**src/rtl/core_run_sequencer.sv**
```systemverilog
// core_run_sequencer
//   Runs a batch of NUM_PROGS programs on the single-cycle core. For each
//   program it selects the image, holds the core in reset for RST_CYCLES
//   cycles, pulses the core start, then counts RUN cycles until core_done.
//   A RUN-cycle budget of MAX_CYCLES per program aborts the whole batch.
//
// Ports
//   clk, reset   : single clock, synchronous active-high reset
//   start        : batch start request, honoured only in IDLE or FINISH
//   core_done    : registered done from the core
//   core_reset   : reset to the core (high outside LAUNCH/RUN)
//   core_start   : one-cycle start pulse to the core
//   prog_sel     : program image index
//   busy         : batch in progress (HOLD, LAUNCH, RUN, NEXT)
//   done         : batch finished (level, FINISH state)
//   timeout      : batch aborted on budget, sticky until next start
//   cycle_count  : RUN cycles of the most recently finished program
//   run_count    : programs completed normally in this batch
module core_run_sequencer #(
  parameter int NUM_PROGS  = 3,
  parameter int RST_CYCLES = 2,
  parameter int MAX_CYCLES = 4096,
  parameter int CNT_W      = 16
) (
  input  logic             clk,
  input  logic             reset,
  input  logic             start,
  input  logic             core_done,
  output logic             core_reset,
  output logic             core_start,
  output logic [3:0]       prog_sel,
  output logic             busy,
  output logic             done,
  output logic             timeout,
  output logic [CNT_W-1:0] cycle_count,
  output logic [3:0]       run_count
);

  typedef enum logic [2:0] {
    S_IDLE,
    S_HOLD,
    S_LAUNCH,
    S_RUN,
    S_NEXT,
    S_FINISH
  } state_t;

  localparam int HOLD_W = (RST_CYCLES > 1) ? $clog2(RST_CYCLES) : 1;
  localparam logic [HOLD_W-1:0] HOLD_LOAD  = HOLD_W'(RST_CYCLES - 1);
  localparam logic [CNT_W-1:0]  CNT_LAST   = CNT_W'(MAX_CYCLES - 1);
  localparam logic [CNT_W-1:0]  CNT_BUDGET = CNT_W'(MAX_CYCLES);
  localparam logic [3:0]        LAST_PROG  = 4'(NUM_PROGS - 1);

  state_t            state_q, state_d;
  logic [HOLD_W-1:0] hold_q, hold_d;
  logic [CNT_W-1:0]  cnt_q, cnt_d;
  logic [3:0]        prog_q, prog_d;
  logic [CNT_W-1:0]  cyc_cnt_q, cyc_cnt_d;
  logic [3:0]        run_cnt_q, run_cnt_d;
  logic              timeout_q, timeout_d;

  always_comb begin
    state_d   = state_q;
    hold_d    = hold_q;
    cnt_d     = cnt_q;
    prog_d    = prog_q;
    cyc_cnt_d = cyc_cnt_q;
    run_cnt_d = run_cnt_q;
    timeout_d = timeout_q;
    case (state_q)
      S_IDLE, S_FINISH: begin
        // cycle_count intentionally survives a restart
        if (start) begin
          state_d   = S_HOLD;
          prog_d    = 4'd0;
          run_cnt_d = 4'd0;
          timeout_d = 1'b0;
          hold_d    = HOLD_LOAD;
        end
      end
      S_HOLD: begin
        if (hold_q == '0) begin
          state_d = S_LAUNCH;
        end else begin
          hold_d = hold_q - HOLD_W'(1);
        end
      end
      S_LAUNCH: begin
        cnt_d   = '0;
        state_d = S_RUN;
      end
      S_RUN: begin
        // completion is tested first so done on the budget cycle still counts
        if (core_done) begin
          cyc_cnt_d = cnt_q;
          run_cnt_d = run_cnt_q + 4'd1;
          state_d   = S_NEXT;
        end else if (cnt_q == CNT_LAST) begin
          cyc_cnt_d = CNT_BUDGET;
          timeout_d = 1'b1;
          state_d   = S_FINISH;
        end else begin
          cnt_d = cnt_q + CNT_W'(1);
        end
      end
      S_NEXT: begin
        if (prog_q == LAST_PROG) begin
          state_d = S_FINISH;
        end else begin
          prog_d  = prog_q + 4'd1;
          hold_d  = HOLD_LOAD;
          state_d = S_HOLD;
        end
      end
      default: state_d = S_IDLE;
    endcase
  end

  always_ff @(posedge clk) begin
    if (reset) begin
      state_q   <= S_IDLE;
      hold_q    <= '0;
      cnt_q     <= '0;
      prog_q    <= 4'd0;
      cyc_cnt_q <= '0;
      run_cnt_q <= 4'd0;
      timeout_q <= 1'b0;
    end else begin
      state_q   <= state_d;
      hold_q    <= hold_d;
      cnt_q     <= cnt_d;
      prog_q    <= prog_d;
      cyc_cnt_q <= cyc_cnt_d;
      run_cnt_q <= run_cnt_d;
      timeout_q <= timeout_d;
    end
  end

  // Control outputs are pure state decodes, so they never see inputs.
  always_comb begin
    core_reset = 1'b1;
    core_start = 1'b0;
    busy       = 1'b0;
    done       = 1'b0;
    case (state_q)
      S_HOLD:   busy = 1'b1;
      S_LAUNCH: begin
        core_reset = 1'b0;
        core_start = 1'b1;
        busy       = 1'b1;
      end
      S_RUN: begin
        core_reset = 1'b0;
        busy       = 1'b1;
      end
      S_NEXT:   busy = 1'b1;
      S_FINISH: done = 1'b1;
      default:  ;
    endcase
  end

  assign prog_sel    = prog_q;
  assign timeout     = timeout_q;
  assign cycle_count = cyc_cnt_q;
  assign run_count   = run_cnt_q;

endmodule
```
**config.mk**
```make
export PLATFORM = sky130hd
export DESIGN_NAME = core_run_sequencer
export DESIGN_NICKNAME = d
export VERILOG_FILES = /design/src/rtl/core_run_sequencer.sv
export SDC_FILE = /design/constraint.sdc
export NUM_CORES = 1
export LEC_CHECK = 0
export ABC_AREA = 0
export CAP_MARGIN = 20
export CORE_MARGIN = 1
export CORE_UTILIZATION = 52
export CTS_CLUSTER_DIAMETER = 200
export DETAILED_ROUTE_END_ITERATION = 12
export PLACE_DENSITY_LB_ADDON = 0.05
export REMOVE_ABC_BUFFERS = 1
export SETUP_SLACK_MARGIN = 0.3
export SYNTH_ARGS = -nofsm -noshare
export SYNTH_HDL_FRONTEND = slang
export SYNTH_SLANG_ARGS = --single-unit
export TNS_END_PERCENT = 100
```
**constraint.sdc**
```tcl
create_clock -name clk -period 2.5 [get_ports clk]
set_input_delay 0.375 -clock clk [delete_from_list [all_inputs] [get_ports clk]]
set_output_delay 0.375 -clock clk [all_outputs]
set_load 0.02 [all_outputs]
```
==> run summary <==
- **worst reg2reg path startpoint** cnt_q[12]
- **Final Wtd Congestion** 0.817
- **number of hold-slack violations in the final timing report** 0
- **via count** 1,757
- **via count of the first global-routing pass** 1,557
- **mean instance size in the synthesized netlist** 8.85 sq um
- **slowest stage cell, crit path** sky130_fd_sc_hd__clkdlybuf4s50_1
- **ports placed on the boundary** 33
- **initial standard-cell utilization of the core** 0.549
- **flip-flop cell with the highest count after synthesis** sky130_fd_sc_hd__dfxtp_1
- **data arrival time of the worst path** 1.71 ns
- **post-detailed-placement half-perimeter wirelength** 3.03 mm
- **Total Routed Length** 4.26 mm
- **r2r worst-path depth** 6
- **die area** 0.00415 sq mm
- **number of buffers between clock root and the deepest sink** 2
- **Startpoint Class** register
- **clock input transition at the sequential cells of the worst setup and hold paths** 0.09 ns
- **buffers inserted by post-CTS timing repair** 0
- **fraction of the yosys area taken by sequential cells** 0.445
- **highest fanout seen on the critical path** 12
- **fraction of power consumed by sequential logic** 0.536
- **count of fill cells added during filler insertion** 325
- **classification of the worst setup path** reg -> out
- **area added between synthesis and finish** 24.0%
- **pin count of the biggest net entering global routing** 21
- **chain of cells forming the critical path** nor2b_2 > nand2b_1 > inv_1 > clkdlybuf4s50_1
- **CTS buffer count** 5
- **average routed wire per standard cell** 13.5 microns
- **final cycle utilization of the critical path** 0.833
- **worst max-slew margin expressed relative to the limit** 0.683
- **total iterations of the first detailed-routing run** 4
- **IO buf count** 32
- **Hold Worst Slack** 0.483 ns
- **areal power density over the cells** 558 mW/mm^2
- **Die Width** 64.4 microns
- **TritonCTS clock tree** done
- **Slowest Stage Delay on Critical Path** 0.59 ns
- **P_sw** 0.391 mW
- **clock sinks** 45
- **Syn. warnings** 0
- **proportion of power drawn by combinational gates** 0.139
- **min-delay worst type** reg -> reg
- **gate count after technology mapping** 229
- **site row count** 22
- **number of enable flip-flop cells after synthesis** 0
- **number of remaining DRC errors** 0
- **area of the core region** 0.00369 sq mm
- **count of distinct cell types in the synthesized netlist** 45
- **final max-slew violation count** 0
- **Synth Register Bits** 45
- **number of cells on the worst hold path** 1
- **grt ovf** 0
- **Worst setup EP type** output pin
- **ys async rst share** 0
- **Switching Fraction** 0.279
- **sum of negative setup slack** 0 ns
- **leakage power figure** 0.890 nW
- **fraction of final layout cells with drive strength greater than 1** 0.101
- **vertical die dimension** 64.4 microns
- **clk_lat worst skew** 0.31 ns
- **global router's overall resource usage** 0.232
- **wire length of the first global-routing pass** 7.37 mm
- **transition time of the tightest slew-check pin** 0.474 ns
- **clock period minus worst slack** 2.08 ns
- **RSZ-0062 raised after global routing** false
- **final count of negative-setup-slack endpoints** 0
- **clock group share of total power** 0.325
- **initial antenna violation count** 0
- **via density per instance** 5.58
- **antenna fix cells** 0
- **Post-DRT Antenna Nets** 0
- **MaxCap Viol Count** 0
- **crit path launch** state_q[2]
- **Nets** 274
- **max frequency** 0.480 GHz
- **CP required** 2.12 ns
- **first-iteration detailed-routing DRC count** 132
- **total number of H-tree levels** 2
- **internal power of the cells** 1.01 mW
- **critical hold path startpoint** cycle_count[7]
- **final worst clock skew** 0.0113 ns
- **Post-Synthesis Cell Area** 0.00203 sq mm
- **Root Buffer** sky130_fd_sc_hd__clkbuf_8
- **Worst IR Drop VDD** 0.000330 V
- **outcome** complete, no violations
[synthesized netlist by cell type, types with 2 or more instances]
master,instances,share of area
sky130_fd_sc_hd__a221oi_1,2,0.0086
sky130_fd_sc_hd__nor2b_1,4,0.012
sky130_fd_sc_hd__a21o_1,3,0.011
sky130_fd_sc_hd__xnor2_1,10,0.043
sky130_fd_sc_hd__xor2_1,2,0.0086
sky130_fd_sc_hd__o21ai_0,7,0.017
sky130_fd_sc_hd__or3_1,3,0.0093
sky130_fd_sc_hd__a31oi_1,2,0.0062
sky130_fd_sc_hd__nand2b_1,2,0.0062
sky130_fd_sc_hd__inv_1,12,0.022
sky130_fd_sc_hd__ha_1,4,0.025
sky130_fd_sc_hd__nand4_1,3,0.0093
sky130_fd_sc_hd__or3b_2,3,0.013
sky130_fd_sc_hd__or4_1,2,0.0074
sky130_fd_sc_hd__or2_2,2,0.0062
sky130_fd_sc_hd__nand3_1,9,0.022
sky130_fd_sc_hd__nor2_1,28,0.052
sky130_fd_sc_hd__nand2_1,14,0.026
sky130_fd_sc_hd__dfxtp_1,45,0.44
sky130_fd_sc_hd__nor3_1,10,0.025
sky130_fd_sc_hd__clkbuf_1,7,0.013
sky130_fd_sc_hd__a22o_1,15,0.065
sky130_fd_sc_hd__a21oi_1,15,0.037
sky130_fd_sc_hd__nor4_1,4,0.012
[routing by layer]
layer	track usage	wire (microns)	up-vias
met5	0	0	-
met4	0.0889	64	0
met3	0.0599	174	7
met2	0.375	2000	30
met1	0.296	2020	824
li1	-	-	896
[state kept, by name, summed over array words and instances (netlist names)]
name         count
prog_sel         4
state_q          3
timeout          1
cycle_count     16
run_count        4
cnt_q           16
hold_q           1
[per-stage QoR]
stage          setup WS [ns]  utilization  area [sq um]  std cells  power, mW
2_1_floorplan          0.609            -          1990        221      0.881
3_3_place_gp           0.226        0.652          2410        306      0.960
3_5_place_dp           0.194        0.652          2410        306      0.962
4_1_cts                0.377        0.678          2500        314       1.41
5_1_grt                0.316        0.681          2510        315       1.48
6_report               0.417        0.681          2510        315       1.40
[power by group through the flow]
| stage | Sequential, mW | Combinational (mW) | Clock (mW) |
|---|---|---|---|
| 6_report | 0.751 | 0.194 | 0.455 |
| 5_1_grt | 0.755 | 0.213 | 0.509 |
| 4_1_cts | 0.752 | 0.196 | 0.466 |
| 3_5_place_dp | 0.768 | 0.194 | 0 |
| 3_3_place_gp | 0.767 | 0.193 | 0 |
| 2_1_floorplan | 0.770 | 0.112 | 0 |
[layout make-up]
type	count	area (sq um)	area share
sequential	45	906	0.361
multi-input combinational	164	1040	0.416
tap	48	60.1	0.0239
timing repair buffer	38	365	0.145
clock inverter	3	21.3	0.00847
clock buffer	5	68.8	0.0274
inverter	12	45.0	0.0179
[layout by cell type, fill, tap and decap left out, types with 2 or more instances in the layout]
cell,instances
sky130_fd_sc_hd__nand4_1,3
sky130_fd_sc_hd__or2_2,2
sky130_fd_sc_hd__dfxtp_1,43
sky130_fd_sc_hd__o21ai_0,7
sky130_fd_sc_hd__a21oi_1,15
sky130_fd_sc_hd__nor2b_1,3
sky130_fd_sc_hd__nand3_1,9
sky130_fd_sc_hd__xnor2_1,10
sky130_fd_sc_hd__a21o_1,3
sky130_fd_sc_hd__nand2b_1,2
sky130_fd_sc_hd__or3_1,3
sky130_fd_sc_hd__a221oi_1,2
sky130_fd_sc_hd__nor3_1,10
sky130_fd_sc_hd__a31oi_1,2
sky130_fd_sc_hd__a22o_1,15
sky130_fd_sc_hd__inv_1,12
sky130_fd_sc_hd__or4_1,2
sky130_fd_sc_hd__nand2_1,14
sky130_fd_sc_hd__clkdlybuf4s50_1,32
sky130_fd_sc_hd__xor2_1,2
sky130_fd_sc_hd__or3b_2,3
sky130_fd_sc_hd__clkbuf_8,5
sky130_fd_sc_hd__buf_4,6
sky130_fd_sc_hd__nor4_1,4
sky130_fd_sc_hd__ha_1,4
sky130_fd_sc_hd__nor2_1,28
[worst max-delay path: cells and delay by family, from the launching register on]
kind	cells	cell delay (ns)
buffers and inverters	2	0.65
flip-flops	1	0.39
AND/OR/NAND/NOR	2	0.37
[logic make-up (layout without fill, tap and decap cells)]
family                   after synthesis  after routing  synth area share
buffers and inverters                 20             58            0.0408
flip-flops                            45             45             0.445
multiplexers                           1              1           0.00494
adder cells (fa/ha/maj)                4              4            0.0247
AND/OR/NAND/NOR                       93             93             0.246
AO/OA/AOI/OAI                         54             54             0.187
XOR/XNOR                              12             12            0.0519
[worst paths after layout]
kind | to | slack (ns)
max reg2reg | cycle_count[4] | 0.53
max | core_start | 0.42
min | cycle_count[7] | 0.48
min reg2reg | cycle_count[7] | 0.48
[timing repair]
| action | CTS | global route |
|---|---|---|
| resized for setup | 3 | 1 |
| hold buffers | 0 | 0 |
| endpoints found under the setup margin | 4 | 1 |
| gates cloned | 0 | 0 |
No activity file was read; power rests on OpenSTA's default activity.
==> RTL change: new RTL, config.mk and constraints unchanged <==
Encoding of `state_t`: now Gray code (3 bits for 6 states).
--- a/src/rtl/core_run_sequencer.sv
+++ b/src/rtl/core_run_sequencer.sv
@@ -38,10 +38,10 @@
 
   typedef enum logic [2:0] {
-    S_IDLE,
-    S_HOLD,
-    S_LAUNCH,
-    S_RUN,
-    S_NEXT,
-    S_FINISH
+    S_IDLE   = 3'b000,
+    S_HOLD   = 3'b001,
+    S_LAUNCH = 3'b011,
+    S_RUN    = 3'b010,
+    S_NEXT   = 3'b110,
+    S_FINISH = 3'b111
   } state_t;
 
Function: no difference found for any inputs over 10 cycles, from zero or initial values and one cycle with reset high; not proved beyond that.
==> RTL change against the original RTL <==
  * Worst setup slack worse by 0.0093 ns
  * Sequential cell count is the same
  * Synthesized area rose by 11%
  * Wire length increased by 28%
  * Design area up 10%
  * Sequential share of layout area is 3.4 points lower
  * Combinational power is 34% higher
  * Total power increased by 8.5%
  * First-iteration DRC count rose by 45%
==> RTL change: results (changes against the original RTL) <==
internal power 1.088 mW (+7.8%); worst setup path end core_reset; min-delay src cycle_count[10]; switching share of power 28.41% (+0.48 points); r2r setup slk 0.45 ns (-0.08 ns); drt wl/cell 15.90 um (+17%); Distinct cells, synth 56 (+24%); Place WS 0.2792 ns (+0.08514 ns); Seq/Total Area, Yosys 39.89% (-4.6 points); final instance count without filler cells 344 (+9.2%); Total Routing Usage GR 25.58% (+2.3 points); hpwl dp 3734 um (+23%); largest cells by area after synthesis dfxtp_1, a22o_1, nand2_1; # nets final 301 (+9.9%); mux cell area share after synthesis 1.385% (+0.89 points); Compound-Gate Fraction of Synth Area 25.26% (+6.5 points); Area after DPL 2661 um2 (+11%); first-pass GRT wire length 8832 um (+20%); placed insts 336 (+9.8%); Post-Synth XOR/XNOR Area 0% (-5.2 points); grt met2 use 40.22% (+2.7 points); largest net degree at the start of global routing 19 (-9.5%); DR WL met3 356 um (+100%); RR Startpoint cnt_q[1]; Worst R2R End cnt_q[11]; Combinational Power Share 17.1% (+3.2 points); Post-Synth Adder-Cell Area 2.216% (-0.25 points); peak supply drop 290.9 uV (-12%); max_slew headroom 58.71% (-9.6 points); status complete, no violations; M1 WL 2486 um (+23%); instance count of the mapped netlist 258 (+13%); worst hold slack 0.4783 ns (-0.005128 ns); Final Wtd Congestion 0.8679 (+6.2%); DR vias/cell 6.308 (+13%); M1 GR Usage 34.14% (+4.5 points); Filler Cell Count 366 (+13%); Tmin final 2.092 ns (+0.009254 ns); met3 usage in global routing 3.833% (-2.2 points)
-- RTL change: cell count changes after synthesis, moves of 5 or more --
| cell | change |
|---|---|
| nor2_1 | -15 |
| nand2_1 | +7 |
| xnor2_1 | -10 |
| nand3_1 | +6 |
| a22o_2 | +5 |
| a31oi_1 | +7 |
| a22o_1 | -5 |
| inv_1 | -5 |
| clkbuf_1 | +6 |
-- RTL change: worst max-delay path, delay by kind of cell, from the launching register on --
kind	cells	cell delay [ns]
flip-flops	1	0.46
buffers and inverters	2	0.63
AND/OR/NAND/NOR	1	0.32
-- RTL change: layout make-up --
class	instances	area (um2)	area share [%]
tap	50	62.56	2.258
clock buffer	7	96.34	3.478
inverter	8	30.03	1.084
timing repair buffer	46	425.4	15.36
multi-input combinational	187	1245	44.94
clock inverter	1	5.005	0.1807
sequential	45	905.9	32.70
-- RTL change: what timing repair did --
item	CTS	global route
endpoints found under the setup margin	4	1
endpoints found under the hold margin	0	0
pin swaps	0	0
gates resized for setup	3	1
cloned	0	0
